===== src/rtl/alu_result_streamer.sv =====
// alu_result_streamer: buffers 16-bit ALU results in a FIFO and streams them as bytes (LO, HI).
// Define RESULT_TAG_HDR_EN to prefix each entry with a {4'hA, tag} header byte.
module alu_result_streamer #(
  parameter int unsigned DEPTH = 8,
  localparam int unsigned LVL_W = $clog2(DEPTH) + 1
) (
  input  logic             clk,
  input  logic             rst_n,
  input  logic             in_valid,
  input  logic [15:0]      in_data,
  input  logic [3:0]       in_tag,
  input  logic             out_ready,
  input  logic             clr_ovf,
  output logic [7:0]       out_byte,
  output logic             out_valid,
  output logic             full,
  output logic             empty,
  output logic [LVL_W-1:0] level,
  output logic             overflow
);

  localparam int unsigned PtrW = $clog2(DEPTH);
`ifdef RESULT_TAG_HDR_EN
  localparam int unsigned EntryW = 20;
`else
  localparam int unsigned EntryW = 16;
`endif

  typedef enum logic [1:0] {
    StIdle,
    StLo,
    StHi
`ifdef RESULT_TAG_HDR_EN
    ,
    StHdr
`endif
  } state_e;

`ifdef RESULT_TAG_HDR_EN
  localparam state_e StFirst = StHdr;
`else
  localparam state_e StFirst = StLo;
`endif

  logic [EntryW-1:0] mem_q [DEPTH];
  logic [EntryW-1:0] wr_entry;
  logic [EntryW-1:0] entry_q, entry_d;
  logic [PtrW-1:0]   wr_ptr_q, wr_ptr_d;
  logic [PtrW-1:0]   rd_ptr_q, rd_ptr_d;
  logic [LVL_W-1:0]  level_q, level_d;
  logic              overflow_q, overflow_d;
  state_e            state_q, state_d;
  logic              push, pop, drop;

`ifdef RESULT_TAG_HDR_EN
  assign wr_entry = {in_tag, in_data};
`else
  assign wr_entry = in_data;
  // Tag is only carried when the header feature is built in.
  logic unused_tag;
  assign unused_tag = ^in_tag;
`endif

  assign full     = (level_q == LVL_W'(DEPTH));
  assign empty    = (level_q == '0);
  assign level    = level_q;
  assign overflow = overflow_q;

  // Full is sampled before the edge, so a pop on the same edge never frees room for a push.
  assign push = in_valid & ~full;
  assign drop = in_valid & full;

  always_comb begin
    wr_ptr_d   = wr_ptr_q;
    rd_ptr_d   = rd_ptr_q;
    level_d    = level_q + LVL_W'(push) - LVL_W'(pop);
    overflow_d = overflow_q;
    entry_d    = entry_q;
    if (push) begin
      wr_ptr_d = wr_ptr_q + PtrW'(1);
    end
    if (pop) begin
      rd_ptr_d = rd_ptr_q + PtrW'(1);
      entry_d  = mem_q[rd_ptr_q];
    end
    if (drop) begin
      overflow_d = 1'b1;
    end else if (clr_ovf) begin
      overflow_d = 1'b0;
    end
  end

  always_comb begin
    state_d   = state_q;
    pop       = 1'b0;
    out_valid = 1'b0;
    out_byte  = '0;
    unique case (state_q)
      StIdle: begin
        if (!empty) begin
          pop     = 1'b1;
          state_d = StFirst;
        end
      end
`ifdef RESULT_TAG_HDR_EN
      StHdr: begin
        out_valid = 1'b1;
        out_byte  = {4'hA, entry_q[19:16]};
        if (out_ready) begin
          state_d = StLo;
        end
      end
`endif
      StLo: begin
        out_valid = 1'b1;
        out_byte  = entry_q[7:0];
        if (out_ready) begin
          state_d = StHi;
        end
      end
      StHi: begin
        out_valid = 1'b1;
        out_byte  = entry_q[15:8];
        if (out_ready) begin
          // Chain straight into the next entry to avoid an idle bubble.
          if (!empty) begin
            pop     = 1'b1;
            state_d = StFirst;
          end else begin
            state_d = StIdle;
          end
        end
      end
      default: state_d = StIdle;
    endcase
  end

  always_ff @(posedge clk or negedge rst_n) begin
    if (!rst_n) begin
      state_q    <= StIdle;
      wr_ptr_q   <= '0;
      rd_ptr_q   <= '0;
      level_q    <= '0;
      overflow_q <= 1'b0;
      entry_q    <= '0;
    end else begin
      state_q    <= state_d;
      wr_ptr_q   <= wr_ptr_d;
      rd_ptr_q   <= rd_ptr_d;
      level_q    <= level_d;
      overflow_q <= overflow_d;
      entry_q    <= entry_d;
    end
  end

  always_ff @(posedge clk) begin
    if (push) begin
      mem_q[wr_ptr_q] <= wr_entry;
    end
  end

endmodule


===== config.mk =====
export PLATFORM = sky130hd
export DESIGN_NAME = alu_result_streamer
export DESIGN_NICKNAME = d
export VERILOG_FILES = /design/src/rtl/alu_result_streamer.sv
export SDC_FILE = /design/constraint.sdc
export NUM_CORES = 1
export LEC_CHECK = 0
export CAP_MARGIN = 20
export CORE_MARGIN = 2
export CORE_UTILIZATION = 45
export CTS_CLUSTER_SIZE = 28
export DETAILED_ROUTE_END_ITERATION = 7
export SLEW_MARGIN = 10
export SYNTH_ARGS = -nofsm -noshare
export SYNTH_HDL_FRONTEND = slang
export SYNTH_SLANG_ARGS = --single-unit
export TNS_END_PERCENT = 10

===== constraint.sdc =====
create_clock -name clk -period 5.3 [get_ports clk]
set_input_delay 0.53 -clock clk [delete_from_list [all_inputs] [get_ports clk]]
set_output_delay 0.53 -clock clk [all_outputs]
set_load 0.03 [all_outputs]

==> flow_summary.ini, run 1 <==
[timing]
finalCriticalPeriod_ns = 3.058
clock-skew-final_ns = 0.006146
min_period_over_period = 0.5770
finalSetupViolCount = 0
slew_headroom = 0.3883
final_max_slew_viol_count = 0
hold_fails_final_rpt = 0
rsz0062_at_grt = no
tns_ns = 0
worst_pin_slew_ns = 0.9134
fmax_mhz = 327.0

[floorplan]
die-area_um2 = 15430
die_h_um = 124.2
fp-row-count = 43
die_x_um = 124.2
design.portCount = 41
floorplan.core_area_um2 = 13990
initial_core_util = 0.4648

[placement]
gp_congestion = 0.6951
placed_cell_area_um2 = 7074
placement.io_buffers = 36
placed_cells = 598
hpwl_mm = 7.496

[worst_setup_path]
r2r_slack_ns = 2.53
critPathRequiredTime_ns = 4.77
crit_path_max_fanout = 11
rr_startpoint = state_q[0]$_DFFE_PN0P_
arrival_ns = 2.53
r2r_end = level[2]$_DFF_PN0_
crit_path_start = state_q[0]$_DFFE_PN0P_
worstSetupEndpointType = output pin
worst_path_largest_cell_delay_ns = 0.72
ff2ff_path_depth = 12
crit_chain = inv_1 > ha_1 > a22oi_1 > nor2b_1 > clkdlybuf4s50_1
slowest_cell_on_the_critical_path = sky130_fd_sc_hd__clkdlybuf4s50_1
cp-endpoint = out_byte[0]
timing.setup.critical_path_class = register to output pin
setup.worst_path.start_class = register

[yosys]
synth.top_cell.area_share = 0.5911
yosys_most_used_dff = sky130_fd_sc_hd__edfxtp_1
ys_warn_count = 0
synth_area_um2 = 6502
synth.lib_cells_used.distinct = 38
synth-seq-cells = 157
synthesis.instances = 388
post_synth.cell_area_avg_um2 = 16.76
seq_area_frac_synth = 0.7027
synth_area_leader_cell = sky130_fd_sc_hd__edfxtp_1
leading_post_synthesis_cells_by_cell_area = sky130_fd_sc_hd__edfxtp_1, sky130_fd_sc_hd__dfrtp_1, sky130_fd_sc_hd__mux2i_1, sky130_fd_sc_hd__mux2_1, sky130_fd_sc_hd__mux2_2
synth-async-reset-ratio = 0.1847
post_synth_edffs = 128
mappedNetlistNets = 427

[clock_network]
numCtsBuffers = 17
cts_max_path_buffers = 2
tritoncts_num_sinks = 157
cts-hold-fix-buffers = 0
tritoncts = yes
htree_levels = 4
cts_root_buf = sky130_fd_sc_hd__clkbuf_16
cts_resized = 0
cts.clk_slew.worst_paths_ns = 0.06
post_cts.repair.setup_buffers = 0
clock_latency_ns = 0.42

[run_status]
outcome = finished clean

[power]
comb_power_share = 0.355
report.power.total_mw = 4.609
leakagePower_nw = 2.779
cell_internal_pwr_mw = 3.062
power.switching_mw = 1.546
clock_power_share = 0.259
p_per_area_nw_per_um2 = 599.3
netSwitchingFraction = 0.3355
ir_worst_vdd_mv = 0.2551
pwr-share-seq = 0.386

[grt]
antenna_violations_before_repair = 0
globalRouteTotalUtil = 0.1752
globalRoute.totalOverflow = 0
grt_pass1_vias = 3664
grt_first_pass_wirelength_mm = 20.31
grt_start_max_net_pins = 43

[detailed_routing]
detail_route.wirelength_mm = 12.99
drt-wirelength-per-cell_um = 20.58
initialDrtViolationCount = 240
via_count = 3452
vias_per_cell = 5.471
drt-pass1-iter-count = 4
detail_route.drc_violations = 0
antenna_left = 0

[layout]
area.growth.synth_to_final_pct = 18.26
finalCoreUtilization = 0.5497
layout.cells.most_common_list = sky130_fd_sc_hd__edfxtp_1, sky130_fd_sc_hd__clkdlybuf4s50_1, sky130_fd_sc_hd__mux2i_1, sky130_fd_sc_hd__dfrtp_1, sky130_fd_sc_hd__mux2_1
design.final.nets = 477
fin_area_um2 = 7690
final_common_cell = sky130_fd_sc_hd__edfxtp_1
final_layout_size_suffix_gt1_frac = 0.1796
antenna_cells = 0
layoutNonFillerInstCount = 631

[flow_run]
timing.max_cap.violations = 0

[min_path]
worst_hold_path_type = input pin to async pin
logic make-up after synthesis:
group	synth area share
buf+inv	0.02732
fa+ha+maj	0.02809
xor+xnor	0.008082
flops	0.7027
mux	0.1104
simple gates	0.02867
compound gates	0.09467
worst min path at each step:
| stage | depth (start not counted) | startpoint | end | slack, ns |
|---|---|---|---|---|
| after floorplan | 0 | rst_n | entry_q[0]$_DFFE_PN0P_ | 0.23 |
| final | 2 | rst_n | overflow$_DFFE_PN0P_ | 0.51 |
| after CTS | 2 | rst_n | overflow$_DFFE_PN0P_ | 0.51 |
| after global routing | 1 | overflow$_DFFE_PN0P_ | overflow$_DFFE_PN0P_ | 0.55 |
| after global placement | 1 | overflow$_DFFE_PN0P_ | overflow$_DFFE_PN0P_ | 0.49 |
| after detailed placement | 1 | overflow$_DFFE_PN0P_ | overflow$_DFFE_PN0P_ | 0.51 |
power by group through the flow:
stage               clock network [mW]  logic (mW)  registers, mW
floorplan                            0        1.19           1.76
global placement                     0        1.56           1.83
detailed placement                   0        1.60           1.84
CTS                               1.22        1.61           1.82
global route                      1.26        1.79           1.81
finish                            1.20        1.63           1.78
per-layer routing:
layer  vias to the layer above  global-route usage  routed length (um)
met5                         -                   0                   0
met4                         0             0.06147                 150
met3                        10             0.03787                 554
met2                        79              0.2983                6544
met1                      1755              0.2222                5738
li1                       1608                   -                   -
sequential cells by signal, indices dropped and copies added, names as in the netlist:
name      flops
rd_ptr_q      3
wr_ptr_q      3
entry_q      16
level         4
state_q       2
overflow      1
mem_q       128
layout make-up:
| type | instances | area (um2) |
|---|---|---|
| multi-input cells | 199 | 1768 |
| fillers | 1142 | 6299 |
| repair buffers | 51 | 493.0 |
| flip-flops and latches | 157 | 4571 |
| inverters | 12 | 45.04 |
| well taps | 180 | 225.2 |
| clock inverters | 9 | 110.1 |
| clock buffers | 23 | 478.0 |
through the flow:
step | worst slack (ns) | hold slack (ns)
after floorplan | 2.578 | 0.2344
after global placement | 2.581 | 0.4923
after detailed placement | 2.514 | 0.5138
after CTS | 2.250 | 0.5078
after global routing | 2.146 | 0.5483
final | 2.242 | 0.5147
Yosys cell counts (all sizes together), types with 4 or more instances:
cell and n:
edfxtp 128, mux2 35, mux2i 32, dfrtp 29, a22o 17, o21ai 17
o22ai 16, o31ai 16, buf 15, ha 13, inv 12, nor2b 9
a22oi 8, nor2 8, clkbuf 5, xnor2 4
critical path: cells and delay by family, from the launching register on:
| family | cells | cell delay (ns) |
|---|---|---|
| buffers and inverters | 2 | 0.83 |
| and+or+nand+nor | 1 | 0.24 |
| AOI/OAI and AO/OA | 1 | 0.16 |
| adders and majority gates | 1 | 0.46 |
| DFF | 1 | 0.42 |
Power figures use the tool's default switching activity.
==> inputs of run 2 (changes only) <==
--- a/config.mk
+++ b/config.mk
@@ -10,6 +10,7 @@
 export CORE_UTILIZATION = 45
 export CTS_CLUSTER_SIZE = 28
 export DETAILED_ROUTE_END_ITERATION = 7
+export PLACE_DENSITY = 0.66
 export SLEW_MARGIN = 10
 export SYNTH_ARGS = -nofsm -noshare
 export SYNTH_HDL_FRONTEND = slang
==> constraint.sdc (replaced) <==
create_clock -name clk -period 2.64 [get_ports clk]
set_input_delay 0.264 -clock clk [delete_from_list [all_inputs] [get_ports clk]]
set_output_delay 0.264 -clock clk [all_outputs]
set_load 0.03 [all_outputs]
==> run 2 against run 1 <==
Wire length shrank 3.1%. Total power grew 98%. Core utilization is essentially flat. Die area is the same. Highest routed layer unchanged. Via count shrank 0.75%. Sequential power grew 98%. Global-route usage shrank 0.39 points. Clock skew grew 0.0037 ns. Cell area is essentially flat.
==> flow_summary.ini, run 2 (same netlist as run 1, synthesis figures left out) <==
[clock_network]
htree_levels = 4
clock_latency_ns = 0.42
cts.clk_slew.worst_paths_ns = 0.06
numCtsBuffers = 17
cts-hold-fix-buffers = 0
cts_root_buf = sky130_fd_sc_hd__clkbuf_16
tritoncts = yes
tritoncts_num_sinks = 157
cts_max_path_buffers = 2

[power]
cell_internal_pwr_mw = 6.052
pwr-share-seq = 0.386
p_per_area_nw_per_um2 = 1189
netSwitchingFraction = 0.3378
ir_worst_vdd_mv = 0.5089
power.switching_mw = 3.088
report.power.total_mw = 9.139
clock_power_share = 0.252
comb_power_share = 0.363
leakagePower_nw = 2.886

[placement]
gp_congestion = 0.7487
placement.io_buffers = 36
place_ws_ns = 0.2885
hpwl_mm = 7.275

[timing]
worst_pin_slew_ns = 0.7807
finalCriticalPeriod_ns = 2.491
clock-skew-final_ns = 0.009820
hold_fails_final_rpt = 0
finalSetupViolCount = 0
rsz0062_at_grt = no
final_max_slew_viol_count = 0
slew_headroom = 0.4779
min_period_over_period = 0.9434
fin_ws_ns = 0.1493
fmax_mhz = 401.5

[worst_setup_path]
slowest_cell_on_the_critical_path = sky130_fd_sc_hd__clkdlybuf4s50_1
ff2ff_path_depth = 10
crit_family = buffers and inverters
worstSetupEndpointType = output pin
critical_path_depth = 5
crit_chain = inv_1 > ha_1 > or3b_1 > inv_1 > clkdlybuf4s50_1
number_of_buffer_and_inverter_instances_along_the_worst_setup_path = 3
crit_path_start = level[2]$_DFF_PN0_
crit_path_max_fanout = 5
setup.worst_path.start_class = register
worst_path_largest_cell_delay_ns = 0.67
arrival_ns = 2.23
timing.setup.critical_path_class = register to output pin
cpMostUsedCell = sky130_fd_sc_hd__inv_1
critPathRequiredTime_ns = 2.38
rr_startpoint = level[2]$_DFF_PN0_

[layout]
registers.top_by_ff_count = mem_q
finalCoreUtilization = 0.5494
antenna_cells = 0
area.growth.synth_to_final_pct = 18.18
final_common_cell = sky130_fd_sc_hd__edfxtp_1
final_layout_size_suffix_gt1_frac = 0.1766
layout.cells.most_common_list = sky130_fd_sc_hd__edfxtp_1, sky130_fd_sc_hd__mux2i_1, sky130_fd_sc_hd__dfrtp_1, sky130_fd_sc_hd__clkdlybuf4s50_1, sky130_fd_sc_hd__mux2_1
flip_flop_count_of_the_largest_register_after_layout = 128
design.final.nets = 479

[detailed_routing]
antenna_left = 0
initialDrtViolationCount = 213
drt-wirelength-per-cell_um = 19.89
drt-pass1-iter-count = 4
via_count = 3426
detail_route.wirelength_mm = 12.59
detail_route.drc_violations = 0
vias_per_cell = 5.412

[flow_run]
timing.max_cap.violations = 0

[floorplan]
die-area_um2 = 15430
die_x_um = 124.2
design.portCount = 41
die_h_um = 124.2
initial_core_util = 0.4648
floorplan.core_area_um2 = 13990
fp-row-count = 43

[grt]
antenna_violations_before_repair = 0
grt_first_pass_wirelength_mm = 19.88
globalRouteTotalUtil = 0.1714
grt_pass1_vias = 3579
grt_start_max_net_pins = 58
globalRoute.totalOverflow = 0

[min_path]
worst_hold_path_type = input pin to async pin

[run_status]
outcome = finished clean
[run 2: changes by cell type in the layout (fill, tap and decap cells not counted), sizes merged]
cell	delta
dlygate4sd2	+1
clkdlybuf4s50	-8
dlymetal6s2s	+7
buf	+2
clkbuf	-3
clkinv	+3
[run 2: per-stage QoR]
stage | hold WS [ns] | instance area (um2) | instances | setup TNS (ns)
after floorplan | -0.03159 | 6507 | 388 | -1.262
after global placement | 0.4936 | 7107 | 601 | 0
after detailed placement | 0.5083 | 7107 | 601 | 0
after CTS | 0.3310 | 7665 | 633 | 0
after global routing | 0.3807 | 7685 | 633 | 0
final | 0.3002 | 7685 | 633 | 0
[run 2: area by class of cell]
| type | count | area [um2] |
|---|---|---|
| Tap cell | 180 | 225.2 |
| Inverter | 12 | 45.04 |
| Clock buffer | 20 | 436.7 |
| Clock inverter | 12 | 120.1 |
| Timing Repair Buffer | 53 | 516.7 |
| Multi-Input combinational cell | 199 | 1770 |
| Sequential cell | 157 | 4571 |
| Fill cell | 1112 | 6304 |
[run 2: repair_timing]
action,CTS,global route
buffers inserted,0,0
resized for setup,2,8
endpoints found under the setup margin,5,7
[run 2: final timing paths]
check / end / slack [ns]
setup / recovery: full / 0.15
hold / removal: state_q[0]$_DFFE_PN0P_ / 0.30
setup reg to reg: level[2]$_DFF_PN0_ / 0.29
hold reg to reg: wr_ptr_q[0]$_DFFE_PN0P_ / 0.51
max in group asynchronous: entry_q[3]$_DFFE_PN0P_ / 1.64
min in group clk: overflow$_DFFE_PN0P_ / 0.47
[run 2: worst register-to-register path: stages, from the launching register on]
cell and delay (ns):
sky130_fd_sc_hd__dfrtp_1 0.37, sky130_fd_sc_hd__inv_1 0.10, sky130_fd_sc_hd__ha_1 0.15, sky130_fd_sc_hd__or3b_1 0.41, sky130_fd_sc_hd__nand2_1 0.18, sky130_fd_sc_hd__ha_1 0.25, sky130_fd_sc_hd__inv_1 0.05, sky130_fd_sc_hd__ha_1 0.16
sky130_fd_sc_hd__inv_1 0.06, sky130_fd_sc_hd__fa_1 0.38, sky130_fd_sc_hd__xnor2_1 0.13
[run 2: power groups by stage]
stage	clock, mW	combinational, mW	sequential [mW]
finish	2.30	3.31	3.53
global route	2.43	3.61	3.59
CTS	2.34	3.36	3.53
detailed placement	0	3.34	3.58
global placement	0	3.27	3.55
floorplan	0	2.40	3.54
[run 2: metal layers]
| metal | share of wire | global-route usage | routed length (um) |
|---|---|---|---|
| met3 | 0.042 | 0.04346 | 525 |
| met2 | 0.49 | 0.2793 | 6160 |
| met4 | 0.015 | 0.05552 | 184 |
| met5 | 0 | 0 | 0 |
| met1 | 0.45 | 0.2262 | 5720 |
==> inputs of run 3 (changes only) <==
--- a/config.mk
+++ b/config.mk
@@ -6,7 +6,7 @@
 export NUM_CORES = 1
 export LEC_CHECK = 0
 export CAP_MARGIN = 20
-export CORE_MARGIN = 2
+export CORE_MARGIN = 1.5
 export CORE_UTILIZATION = 45
 export CTS_CLUSTER_SIZE = 28
 export DETAILED_ROUTE_END_ITERATION = 7
==> run 3 against run 2 <==
Sequential share of layout area grew 0.15 points. Sequential cell count is the same. Global-route usage grew 1.2 points. Worst hold slack gained 0.048 ns. Wire length shrank 0.89%. Via count grew 1.1%. Cell area shrank 0.24%. Critical path depth shrank 1. Total power shrank 0.36%. Clock skew shrank 0.0042 ns. Critical endpoint is now out_byte[7]. Largest cell class unchanged.
==> flow_summary.ini, run 3 (same netlist as run 1, synthesis figures left out) <==
[floorplan]
fp-row-count = 43
die_h_um = 123.2
die_x_um = 123.2
initial_core_util = 0.4648
design.portCount = 41
floorplan.core_area_um2 = 13990
die-area_um2 = 15180

[layout]
num-fill-cells = 1131
layout.cells.most_common_list = sky130_fd_sc_hd__edfxtp_1, sky130_fd_sc_hd__mux2i_1, sky130_fd_sc_hd__clkdlybuf4s50_1, sky130_fd_sc_hd__dfrtp_1, sky130_fd_sc_hd__buf_4
final_layout_size_suffix_gt1_frac = 0.1828
flip_flop_count_of_the_largest_register_after_layout = 128
register_area_um2 = 4571
multi_input_area_um2 = 1768
area.growth.synth_to_final_pct = 17.89
registers.top_by_ff_count = mem_q
design.final.nets = 481
layoutNonFillerInstCount = 634
antenna_cells = 0
final_common_cell = sky130_fd_sc_hd__edfxtp_1

[detailed_routing]
drt-wirelength-per-cell_um = 19.68
antenna_left = 0
detail_route.wirelength_mm = 12.48
via_count = 3465
initialDrtViolationCount = 246
vias_per_cell = 5.465
drt-pass1-iter-count = 4
detail_route.drc_violations = 0

[worst_setup_path]
r2r_end = level[2]$_DFF_PN0_
worstSetupEndpointType = output pin
ff2ff_path_depth = 10
r2r_slack_ns = 0.25
critPathRequiredTime_ns = 2.38
setup.worst_path.start_class = register
rr_startpoint = level[2]$_DFF_PN0_
crit_path_max_fanout = 9
arrival_ns = 2.25
timing.setup.critical_path_class = register to output pin

[placement]
hpwl_mm = 7.569
placed_cells = 603
gp_congestion = 0.7257
placement.io_buffers = 36
place_ws_ns = 0.2736

[power]
clock_power_share = 0.251
leakagePower_nw = 2.828
netSwitchingFraction = 0.3376
p_per_area_nw_per_um2 = 1188
power.switching_mw = 3.075
cell_internal_pwr_mw = 6.031
ir_worst_vdd_mv = 0.7181
comb_power_share = 0.365
report.power.total_mw = 9.106
pwr-share-seq = 0.384

[clock_network]
cts-hold-fix-buffers = 0
cts_root_buf = sky130_fd_sc_hd__clkbuf_16
post_cts.repair.setup_buffers = 0
tritoncts_num_sinks = 157
clock_latency_ns = 0.42
htree_levels = 4
tritoncts = yes
cts_max_path_buffers = 2
numCtsBuffers = 17
cts.clk_slew.worst_paths_ns = 0.06

[timing]
hold_fails_final_rpt = 0
rsz0062_at_grt = no
min_period_over_period = 0.9541
finalCriticalPeriod_ns = 2.519
fmax_mhz = 397.0
clock-skew-final_ns = 0.005581
fin_hold_ws_ns = 0.3477
final_max_slew_viol_count = 0
worst_pin_slew_ns = 0.8803
finalSetupViolCount = 0
slew_headroom = 0.4113
fin_ws_ns = 0.1211

[grt]
grt_start_max_net_pins = 35
grt_pass1_vias = 3649
antenna_violations_before_repair = 0
globalRouteTotalUtil = 0.1835
globalRoute.totalOverflow = 0
grt_first_pass_wirelength_mm = 19.82

[flow_run]
timing.max_cap.violations = 0

[run_status]
outcome = finished clean

[min_path]
worst_hold_path_type = input pin to async pin
==> run 3: cell types whose count changed in the layout (fill, tap and decap cells not counted) <==
cell                              before  now
sky130_fd_sc_hd__buf_12                1    0
sky130_fd_sc_hd__buf_4                16   19
sky130_fd_sc_hd__clkbuf_1              3    2
sky130_fd_sc_hd__clkdlybuf4s50_1      28   29
sky130_fd_sc_hd__clkinv_1              4    2
sky130_fd_sc_hd__clkinv_2              1    3
sky130_fd_sc_hd__dlygate4sd2_1         1    5
sky130_fd_sc_hd__dlymetal6s2s_1        7    2
sky130_fd_sc_hd__ha_1                 11   12
sky130_fd_sc_hd__ha_2                  2    1
==> run 3: final cells by class <==
| cell class | count | area share |
|---|---|---|
| Tap cell | 180 | 0.02938 |
| Sequential cell | 157 | 0.5962 |
| Clock buffer | 19 | 0.05647 |
| Multi-Input combinational cell | 199 | 0.2306 |
| Clock inverter | 12 | 0.01599 |
| Timing Repair Buffer | 55 | 0.06545 |
| Inverter | 12 | 0.005876 |
==> run 3: power by group through the flow <==
stage	Sequential (mW)	Clock [mW]	Combinational (mW)
after floorplan	3.54	0	2.40
after global placement	3.51	0	3.31
after CTS	3.50	2.33	3.37
after global routing	3.56	2.43	3.64
final	3.50	2.29	3.32
after detailed placement	3.55	0	3.36
==> run 3: stage by stage <==
step	util	instance area, um2	TNS (ns)
3_3_place_gp	0.5082	7109	0
6_report	0.5480	7666	0
5_1_grt	0.5480	7666	0
4_1_cts	0.5477	7661	0
2_1_floorplan	-	6507	-1.262
3_5_place_dp	0.5082	7109	0
==> run 3: worst max-delay path by stage <==
| stage | startpoint | endpoint | cells past startpoint |
|---|---|---|---|
| finish | state_q[0]$_DFFE_PN0P_ | out_byte[7] | 4 |
| global route | state_q[0]$_DFFE_PN0P_ | out_byte[7] | 6 |
| CTS | state_q[0]$_DFFE_PN0P_ | out_byte[7] | 4 |
| detailed placement | level[2]$_DFF_PN0_ | level[2]$_DFF_PN0_ | 10 |
| global placement | level[2]$_DFF_PN0_ | level[2]$_DFF_PN0_ | 10 |
| floorplan | level[2]$_DFF_PN0_ | mem_q[0][0]$_DFFE_PP_ | 5 |
==> run 3: metal layers <==
layer | track usage | routed length (um) | vias to the layer above
met5 | 0 | 0 | -
met4 | 0.05891 | 178 | 0
met3 | 0.05120 | 432 | 15
met2 | 0.3052 | 6204 | 66
met1 | 0.2340 | 5663 | 1771
li1 | - | - | 1613
==> run 3: repair_timing <==
action,in CTS,in global routing
resized for setup,6,2
endpoints found under the hold margin,0,0
setup endpoints to repair,5,2
==> run 3: worst max-delay path, cell delays in order (launching register included) <==
cell	delay [ns]
sky130_fd_sc_hd__dfrtp_1	0.40
sky130_fd_sc_hd__inv_1	0.10
sky130_fd_sc_hd__ha_1	0.46
sky130_fd_sc_hd__nor2b_1	0.19
sky130_fd_sc_hd__clkdlybuf4s50_1	0.68
